### config.mk
export PLATFORM = sky130hd
export DESIGN_NAME = tdm_demux_flat
export DESIGN_NICKNAME = d
export VERILOG_FILES = /design/src/rtl/tdm_pkg.sv /design/src/rtl/tdm_demux_if.sv /design/src/rtl/tdm_slot_ctr.sv /design/src/rtl/tdm_demux.sv /design/src/flat_wrapper.sv
export SDC_FILE = /design/constraint.sdc
export NUM_CORES = 1
export LEC_CHECK = 0
export BUFFER_PORTS_ARGS = -buffer_cell sky130_fd_sc_hd__buf_2
export CAP_MARGIN = 20
export CORE_AREA = 2 2 39 41
export CTS_BUF_LIST = sky130_fd_sc_hd__clkbuf_2
export DETAILED_ROUTE_END_ITERATION = 16
export DIE_AREA = 0 0 41 43
export GPL_TIMING_DRIVEN = 0
export PLACE_DENSITY = 0.59
export SLEW_MARGIN = 15
export SYNTH_ARGS = -nofsm -noshare
export SYNTH_HDL_FRONTEND = slang
export SYNTH_HIERARCHICAL = 1
export SYNTH_SLANG_ARGS = --single-unit
### constraint.sdc
create_clock -name clk -period 2.8 [get_ports clk]
set_clock_uncertainty 0.1 [all_clocks]
set_input_delay 0.56 -clock clk [delete_from_list [all_inputs] [get_ports clk]]
set_output_delay 0.56 -clock clk [all_outputs]
set_load 0.005 [all_outputs]
### src/rtl/tdm_pkg.sv
// -----------------------------------------------------------------------------
// tdm_pkg
// Shared types and helpers for the TDM demultiplexer (tdm_demux).
//   state_t    : framing state, HUNT (searching for frame sync) or RUN (locked)
//   NCH_MAX    : largest supported channel count
//   SLOT_W_MAX : slot index width that covers NCH_MAX channels
//   slot_next  : advance a slot index, wrapping to 0 after the last slot
// -----------------------------------------------------------------------------
package tdm_pkg;

    localparam int NCH_MAX    = 16;
    localparam int SLOT_W_MAX = $clog2(NCH_MAX);

    typedef enum logic [0:0] {
        HUNT = 1'b0,
        RUN  = 1'b1
    } state_t;

    // Next slot index for a frame of nch slots. Any index at or beyond the
    // last slot wraps to 0, so a corrupted counter recovers on its own.
    function automatic logic [SLOT_W_MAX-1:0] slot_next(
        input logic [SLOT_W_MAX-1:0] s,
        input logic [SLOT_W_MAX:0]   nch
    );
        logic [SLOT_W_MAX:0] s_inc;
        s_inc = {1'b0, s} + {{SLOT_W_MAX{1'b0}}, 1'b1};
        if (s_inc >= nch) begin
            return {SLOT_W_MAX{1'b0}};
        end else begin
            return s_inc[SLOT_W_MAX-1:0];
        end
    endfunction

endpackage

### src/rtl/tdm_demux_if.sv
// -----------------------------------------------------------------------------
// tdm_demux_if
// Bundle of the muxed input stream and the demultiplexed channel outputs.
//   din        : W-bit muxed beat
//   din_valid  : din carries a beat this cycle
//   fsync      : beat is slot 0 (only meaningful with din_valid)
//   dout       : channel registers, channel k at dout[k*W +: W]
//   dout_valid : per-channel update strobe
//   frame_done : pulse when the last slot of a frame is captured
//   locked     : frame alignment established
//   sync_err   : pulse on a framing violation
// Modports: master = upstream source / observer, slave = the demultiplexer.
// -----------------------------------------------------------------------------
interface tdm_demux_if #(
    parameter int NCH = 2,
    parameter int W   = 1
);
    logic [W-1:0]     din;
    logic             din_valid;
    logic             fsync;
    logic [NCH*W-1:0] dout;
    logic [NCH-1:0]   dout_valid;
    logic             frame_done;
    logic             locked;
    logic             sync_err;

    modport master (
        output din, din_valid, fsync,
        input  dout, dout_valid, frame_done, locked, sync_err
    );

    modport slave (
        input  din, din_valid, fsync,
        output dout, dout_valid, frame_done, locked, sync_err
    );
endinterface

### src/rtl/tdm_slot_ctr.sv
// -----------------------------------------------------------------------------
// tdm_slot_ctr
// Framing engine of the TDM demultiplexer: slot counter, HUNT/RUN state and
// frame-sync checks.
// Ports:
//   clk, rst_n  : clock, asynchronous active-low reset
//   din_valid   : a beat is presented this cycle
//   fsync       : the presented beat claims to be slot 0
//   slot        : channel index the current beat is steered to (combinational)
//   capture_en  : current beat is to be captured (combinational)
//   locked      : registered, high while in RUN
//   sync_err    : registered one-cycle pulse on a framing violation
//   frame_done  : registered one-cycle pulse when the last slot is captured
// -----------------------------------------------------------------------------
module tdm_slot_ctr
    import tdm_pkg::*;
#(
    parameter int NCH = 2,
    parameter int CW  = 1
) (
    input  logic          clk,
    input  logic          rst_n,
    input  logic          din_valid,
    input  logic          fsync,
    output logic [CW-1:0] slot,
    output logic          capture_en,
    output logic          locked,
    output logic          sync_err,
    output logic          frame_done
);

    localparam logic [SLOT_W_MAX:0] NCH_V     = (SLOT_W_MAX + 1)'(NCH);
    localparam logic [CW-1:0]       LAST_SLOT = CW'(NCH - 1);
    localparam logic [CW-1:0]       SLOT_ZERO = {CW{1'b0}};

    state_t        state_r,      state_nxt_s;
    logic [CW-1:0] slot_r,       slot_nxt_s;
    logic [CW-1:0] cap_slot_s;
    logic          capture_en_s;
    logic          sync_err_nxt_s;
    logic          frame_done_nxt_s;
    logic          locked_r;
    logic          sync_err_r;
    logic          frame_done_r;

    // Register state, slot counter and the framing status outputs
    always_ff @(posedge clk or negedge rst_n) begin
        if (!rst_n) begin
            state_r      <= HUNT;
            slot_r       <= SLOT_ZERO;
            locked_r     <= 1'b0;
            sync_err_r   <= 1'b0;
            frame_done_r <= 1'b0;
        end else begin
            state_r      <= state_nxt_s;
            slot_r       <= slot_nxt_s;
            locked_r     <= (state_nxt_s == RUN);
            sync_err_r   <= sync_err_nxt_s;
            frame_done_r <= frame_done_nxt_s;
        end
    end

    // Next-state, steering and framing checks; idle cycles change nothing
    always_comb begin
        state_nxt_s      = state_r;
        slot_nxt_s       = slot_r;
        cap_slot_s       = SLOT_ZERO;
        capture_en_s     = 1'b0;
        sync_err_nxt_s   = 1'b0;
        frame_done_nxt_s = 1'b0;
        if (din_valid) begin
            case (state_r)
                HUNT: begin
                    if (fsync) begin
                        capture_en_s = 1'b1;
                        cap_slot_s   = SLOT_ZERO;
                        slot_nxt_s   = CW'(slot_next({SLOT_W_MAX{1'b0}}, NCH_V));
                        state_nxt_s  = RUN;
                    end else begin
                        // Unaligned beats are discarded while hunting
                        slot_nxt_s = SLOT_ZERO;
                    end
                end
                RUN: begin
                    if (fsync && (slot_r != SLOT_ZERO)) begin
                        // Early sync: realign, treating this beat as slot 0
                        sync_err_nxt_s = 1'b1;
                        capture_en_s   = 1'b1;
                        cap_slot_s     = SLOT_ZERO;
                        slot_nxt_s     = CW'(slot_next({SLOT_W_MAX{1'b0}}, NCH_V));
                    end else if (!fsync && (slot_r == SLOT_ZERO)) begin
                        // Missing sync: alignment lost, drop beat and re-hunt
                        sync_err_nxt_s = 1'b1;
                        slot_nxt_s     = SLOT_ZERO;
                        state_nxt_s    = HUNT;
                    end else begin
                        capture_en_s     = 1'b1;
                        cap_slot_s       = slot_r;
                        slot_nxt_s       = CW'(slot_next(SLOT_W_MAX'(slot_r), NCH_V));
                        frame_done_nxt_s = (slot_r == LAST_SLOT);
                    end
                end
                default: begin
                    state_nxt_s = HUNT;
                    slot_nxt_s  = SLOT_ZERO;
                end
            endcase
        end else begin
            state_nxt_s = state_r;
        end
    end

    assign slot       = cap_slot_s;
    assign capture_en = capture_en_s;
    assign locked     = locked_r;
    assign sync_err   = sync_err_r;
    assign frame_done = frame_done_r;

endmodule

### src/rtl/tdm_demux.sv
// -----------------------------------------------------------------------------
// tdm_demux
// 1-to-NCH time-division demultiplexer. Serial W-bit beats, with a frame
// sync on slot 0, are steered into per-channel registers.
// Ports:
//   clk, rst_n : rising-edge clock, asynchronous active-low reset
//   bus        : tdm_demux_if.slave (din/din_valid/fsync in; dout,
//                dout_valid, frame_done, locked, sync_err out, all registered)
// Build option:
//   TDM_DEMUX_FRAME_LATCH_EN : beats are collected in shadow registers and
//   dout is updated all at once when a frame completes, so a frame aborted
//   by a framing error never reaches dout. Undefined: each channel updates
//   as soon as its beat arrives and no shadows exist.
// -----------------------------------------------------------------------------
module tdm_demux
    import tdm_pkg::*;
#(
    parameter int NCH = 2,
    parameter int W   = 1
) (
    input  logic       clk,
    input  logic       rst_n,
    tdm_demux_if.slave bus
);

    localparam int CW = (NCH > 1) ? $clog2(NCH) : 1;

    logic [CW-1:0]    slot_s;
    logic             capture_en_s;
    logic             locked_s;
    logic             sync_err_s;
    logic             frame_done_s;
    logic [NCH*W-1:0] dout_r,  dout_nxt_s;
    logic [NCH-1:0]   dv_r,    dv_nxt_s;

    tdm_slot_ctr #(
        .NCH (NCH),
        .CW  (CW)
    ) u_slot_ctr (
        .clk        (clk),
        .rst_n      (rst_n),
        .din_valid  (bus.din_valid),
        .fsync      (bus.fsync),
        .slot       (slot_s),
        .capture_en (capture_en_s),
        .locked     (locked_s),
        .sync_err   (sync_err_s),
        .frame_done (frame_done_s)
    );

`ifdef TDM_DEMUX_FRAME_LATCH_EN
    logic [NCH*W-1:0] shadow_r, shadow_nxt_s;
    logic             frame_end_s;

    // Collect beats in the shadows; publish the whole frame on its last beat
    always_comb begin
        shadow_nxt_s = shadow_r;
        for (int k = 0; k < NCH; k++) begin
            if (capture_en_s && (slot_s == CW'(k))) begin
                shadow_nxt_s[k*W +: W] = bus.din;
            end else begin
                shadow_nxt_s[k*W +: W] = shadow_r[k*W +: W];
            end
        end
        // A realign always steers to slot 0, so it can never end a frame
        frame_end_s = capture_en_s && (slot_s == CW'(NCH - 1));
        if (frame_end_s) begin
            dout_nxt_s = shadow_nxt_s;
            dv_nxt_s   = {NCH{1'b1}};
        end else begin
            dout_nxt_s = dout_r;
            dv_nxt_s   = {NCH{1'b0}};
        end
    end

    // Shadow register bank
    always_ff @(posedge clk or negedge rst_n) begin
        if (!rst_n) begin
            shadow_r <= {(NCH*W){1'b0}};
        end else begin
            shadow_r <= shadow_nxt_s;
        end
    end
`else
    // Steer the accepted beat straight into its channel and flag that channel
    always_comb begin
        dout_nxt_s = dout_r;
        dv_nxt_s   = {NCH{1'b0}};
        for (int k = 0; k < NCH; k++) begin
            if (capture_en_s && (slot_s == CW'(k))) begin
                dout_nxt_s[k*W +: W] = bus.din;
                dv_nxt_s[k]          = 1'b1;
            end else begin
                dv_nxt_s[k] = 1'b0;
            end
        end
    end
`endif

    // Channel output registers and their update strobes
    always_ff @(posedge clk or negedge rst_n) begin
        if (!rst_n) begin
            dout_r <= {(NCH*W){1'b0}};
            dv_r   <= {NCH{1'b0}};
        end else begin
            dout_r <= dout_nxt_s;
            dv_r   <= dv_nxt_s;
        end
    end

    assign bus.dout       = dout_r;
    assign bus.dout_valid = dv_r;
    assign bus.frame_done = frame_done_s;
    assign bus.locked     = locked_s;
    assign bus.sync_err   = sync_err_s;

endmodule

### src/flat_wrapper.sv
// flat-port wrapper written by rule: the top's interface ports become plain ports
module tdm_demux_flat import tdm_pkg::*;
#(
    parameter int NCH = 2,
    parameter int W   = 1
)
  (clk, rst_n, bus_din, bus_din_valid, bus_fsync, bus_dout, bus_dout_valid, bus_frame_done, bus_locked, bus_sync_err);
  tdm_demux_if #(.NCH(NCH), .W(W)) bus_i ();
  input  logic clk;
  input  logic rst_n;
  input wire logic [$bits(bus_i.din)-1:0] bus_din;
  input wire logic [$bits(bus_i.din_valid)-1:0] bus_din_valid;
  input wire logic [$bits(bus_i.fsync)-1:0] bus_fsync;
  output wire logic [$bits(bus_i.dout)-1:0] bus_dout;
  output wire logic [$bits(bus_i.dout_valid)-1:0] bus_dout_valid;
  output wire logic [$bits(bus_i.frame_done)-1:0] bus_frame_done;
  output wire logic [$bits(bus_i.locked)-1:0] bus_locked;
  output wire logic [$bits(bus_i.sync_err)-1:0] bus_sync_err;
  assign bus_i.din = bus_din;
  assign bus_i.din_valid = bus_din_valid;
  assign bus_i.fsync = bus_fsync;
  assign bus_dout = bus_i.dout;
  assign bus_dout_valid = bus_i.dout_valid;
  assign bus_frame_done = bus_i.frame_done;
  assign bus_locked = bus_i.locked;
  assign bus_sync_err = bus_i.sync_err;
  tdm_demux #(.NCH(NCH), .W(W)) u_core (.clk(clk), .rst_n(rst_n), .bus(bus_i));
endmodule
==> load_flow_metrics.sql <==
INSERT INTO impl_metrics (metric_group, metric, value, unit) VALUES
('global_routing', 'grt_first_pass_wirelength', '938', 'µm'),
('sta', 'fmax', '593', 'MHz'),
('status', 'run_status', 'complete, no violations', ''),
('setup_path', 'r2r_cells', '6', ''),
('sta', 'final.hold.worst_slack', '63.8', 'ps'),
('clock_network', 'clock_tree.htree_level_count', '1', ''),
('floorplanning', 'design.portCount', '12', ''),
('placed_design', 'dpl.cell_count', '55', ''),
('sta', 'slew_viol_final', '0', ''),
('sta', 'timing.final.crit_share', '60.2', '%'),
('sta', 'worst-slew-pin-transition', '218', 'ps'),
('layout', 'layout.cells.non_filler', '58', ''),
('floorplanning', 'die_h', '43', 'µm'),
('routing', 'detail_route.wirelength', '602', 'µm'),
('logic_synthesis', 'synth-seq-cells', '8', ''),
('clock_network', 'post_cts_resized', '0', ''),
('floorplanning', 'std_cell_rows', '14', ''),
('flow_run', 'max-cap-violations', '0', ''),
('sta', 'final_hold_viols', '0', ''),
('routing', 'vias', '252', ''),
('routing', 'drt-wirelength-per-cell', '10.4', 'µm'),
('clock_network', 'clk-insertion-delay-late', '220', 'ps'),
('routing', 'drc_errors', '0', ''),
('floorplanning', 'die_x', '41', 'µm'),
('layout', 'area.growth.synth_to_final', '24.3', '%'),
('setup_path', 'cp_slowest_stage_delay', '330', 'ps'),
('logic_synthesis', 'ys_warn_count', '6', ''),
('routing', 'detailedRoute.firstPassIterationCount', '2', ''),
('setup_path', 'regToRegStartpoint', 'u_core/u_slot_ctr/slot_r', ''),
('routing', 'dr.first_iter.drc_count', '1', ''),
('clock_network', 'hold_buffers', '0', ''),
('setup_path', 'timing.critical_path.arrival', '1700', 'ps'),
('sta', 'grt_setup_unrepaired', 'false', ''),
('setup_path', 'critical_path.startpoint_type', 'input pin', ''),
('clock_network', 'postCtsSetupBuffers', '0', ''),
('hold_path', 'holdCritPathClass', 'in -> async', ''),
('placed_design', 'place.detailed.hpwl', '488', 'µm'),
('layout', 'post_route_cells_drive_above_1_share', '47.6', '%'),
('global_routing', 'grt_max_degree', '10', ''),
('setup_path', 'worst-endpoint-required', '2810', 'ps'),
('sta', 'slew-limit-headroom', '85.5', '%'),
('setup_path', 'criticalPathCategory', 'in -> reg', ''),
('logic_synthesis', 'syn-cell-area', '370', 'µm²'),
('setup_path', 'timing.critical_path.fanout_max', '6', ''),
('floorplanning', 'initial_core_util', '26.8', '%'),
('layout', 'utilization_of_the_core_after_routing', '33.3', '%'),
('sta', 'final.setup.tns', '0', 'ps'),
('placed_design', 'routabilityCongestion', '0.688', ''),
('layout', 'final_net_count', '53', ''),
('layout', 'antennaDiodeCount', '0', ''),
('clock_network', 'tritoncts_clock_tree', 'yes', ''),
('global_routing', 'antenna_found_initial', '0', ''),
('floorplanning', 'dieArea', '1760', 'µm²'),
('global_routing', 'gr-usage-all-layers', '8.38', '%'),
('logic_synthesis', 'synthesis.nets', '37', ''),
('global_routing', 'overflow_after_grt', '0', ''),
('clock_network', 'clkTransAtPathRegs', '70', 'ps'),
('global_routing', 'vias_in_the_first_global_route', '227', ''),
('routing', 'ant_nets', '0', ''),
('placed_design', 'io_buffer_count', '11', ''),
('sta', 'post-route-min-period', '1690', 'ps'),
('logic_synthesis', 'synthesized_instance_count', '28', ''),
('setup_path', 'reg2reg_to', 'u_core/bus.dout[0]', ''),
('logic_synthesis', 'ys_types', '16', ''),
('clock_network', 'clock_tree.root_cell', 'sky130_fd_sc_hd__clkbuf_2', ''),
('routing', 'avgViaCountPerCell', '4.34', ''),
('pwr', 'power.ir.vdd_worst', '0.218', 'mV'),
('setup_path', 'cp_slowest_cell', 'sky130_fd_sc_hd__mux2_2', ''),
('setup_path', 'register_to_register_setup_slack', '1220', 'ps'),
('sta', 'finalSetupViolations', '0', ''),
('setup_path', 'endpoint_kind', 'register', ''),
('clock_network', 'tritoncts.num_buffers', '3', ''),
('setup_path', 'crit_path_cell_trace', 'buf_2 > inv_1 > ha_1 > nand2_1 > o211a_1 > nor2b_4 > mux2_2', ''),
('pwr', 'leakage', '0.254', 'nW'),
('logic_synthesis', 'seq_total_area_yosys', '54.1', '%'),
('clock_network', 'clk_path_buf_depth', '2', ''),
('pwr', 'p_per_area', '723', 'nW/µm²'),
('logic_synthesis', 'syn_area_per_cell', '13.2', 'µm²'),
('clock_network', 'cts_num_sinks', '8', ''),
('floorplanning', 'core_area', '1380', 'µm²');
## registers in the layout, indices dropped and copies added, names as in the netlist
name                          flops
u_core/bus.dout                   2
u_core/bus.dout_valid             2
u_core/u_slot_ctr/frame_done      1
u_core/u_slot_ctr/locked          1
u_core/u_slot_ctr/slot_r          1
u_core/u_slot_ctr/sync_err        1
## worst max-delay path by stage
stage                   start                  to  slack [ps]
finish              bus_fsync  u_core/bus.dout[0]        1110
global route        bus_fsync  u_core/bus.dout[0]        1070
CTS                 bus_fsync  u_core/bus.dout[0]        1120
detailed placement  bus_fsync  u_core/bus.dout[0]         870
global placement    bus_fsync  u_core/bus.dout[0]         890
floorplan           bus_fsync  u_core/bus.dout[0]        1130
## area by class of cell
cell class                 count  area, µm²
fill                         145        923
clock buffer                   3       15.0
multi-input combinational     18        163
sequential                     8        200
timing repair buffer          11       55.1
inverter                       2       7.51
tap                           16       20.0
## cells in the final DEF (no fill, tap or decap)
| cell type | instances |
|---|---|
| sky130_fd_sc_hd__clkbuf_2 | 3 |
| sky130_fd_sc_hd__buf_2 | 11 |
| sky130_fd_sc_hd__o211a_1 | 1 |
| sky130_fd_sc_hd__o22ai_1 | 1 |
| sky130_fd_sc_hd__mux2_2 | 1 |
| sky130_fd_sc_hd__nor3b_2 | 1 |
| sky130_fd_sc_hd__nand2_1 | 2 |
| sky130_fd_sc_hd__and2_4 | 1 |
| sky130_fd_sc_hd__dfrtp_1 | 8 |
| sky130_fd_sc_hd__mux2_4 | 1 |
| sky130_fd_sc_hd__nor2_1 | 1 |
| sky130_fd_sc_hd__inv_1 | 2 |
| sky130_fd_sc_hd__nor2b_4 | 1 |
| sky130_fd_sc_hd__ha_1 | 4 |
| sky130_fd_sc_hd__o21ai_0 | 1 |
| sky130_fd_sc_hd__and3_2 | 1 |
| sky130_fd_sc_hd__a31oi_1 | 1 |
| sky130_fd_sc_hd__a21oi_1 | 1 |
## Yosys cell counts
master                    count  share of area, %
sky130_fd_sc_hd__a31oi_1      1               1.7
sky130_fd_sc_hd__nor3b_2      1               3.4
sky130_fd_sc_hd__o22ai_1      1               1.7
sky130_fd_sc_hd__mux2_4       1               4.1
sky130_fd_sc_hd__o21ai_0      1               1.4
sky130_fd_sc_hd__and2_4       1               2.4
sky130_fd_sc_hd__dfrtp_1      8                54
sky130_fd_sc_hd__mux2_2       1               3.0
sky130_fd_sc_hd__nand2_1      2               2.0
sky130_fd_sc_hd__and3_2       1               2.0
sky130_fd_sc_hd__nor2b_4      1               3.7
sky130_fd_sc_hd__a21oi_1      1               1.4
sky130_fd_sc_hd__o211a_1      1               2.7
sky130_fd_sc_hd__ha_1         4                14
sky130_fd_sc_hd__nor2_1       1               1.0
sky130_fd_sc_hd__inv_1        2               2.0
## metrics by stage
step | power, mW | setup WS, ps | cell area (µm²)
after floorplan | 0.228 | 1130 | 370
after global placement | 0.270 | 889 | 445
after detailed placement | 0.273 | 872 | 445
after CTS | 0.342 | 1120 | 460
after global routing | 0.365 | 1070 | 460
final | 0.333 | 1110 | 460
## cell families (layout without fill, tap and decap cells)
| group | Yosys count | after routing | share of synthesized area (%) |
|---|---|---|---|
| buf+inv | 2 | 16 | 2.03 |
| fa+ha+maj | 4 | 4 | 13.5 |
| mux | 2 | 2 | 7.09 |
| simple gates | 7 | 7 | 14.5 |
| flops | 8 | 8 | 54.1 |
| compound gates | 5 | 5 | 8.78 |
## critical path: cells and delay by family
family | cells | cell delay, ps
muxes | 1 | 330
and+or+nand+nor | 2 | 220
buffers and inverters | 2 | 210
adders and majority gates | 1 | 210
AOI/OAI and AO/OA | 1 | 170
## where the power goes
group          leakage (nW)  switching (mW)  internal, mW
Combinational         0.141          0.0436        0.0591
Sequential            0.100          0.0200         0.146
Clock                0.0125          0.0351        0.0292
Total                 0.254          0.0988         0.234
## metal layers
layer	track usage, %	part of all wire, %
met4	6.00	0
met2	10.3	41
met3	3.14	9.3
met1	11.4	49
met5	0	0
No activity file was read; power rests on OpenSTA's default activity.
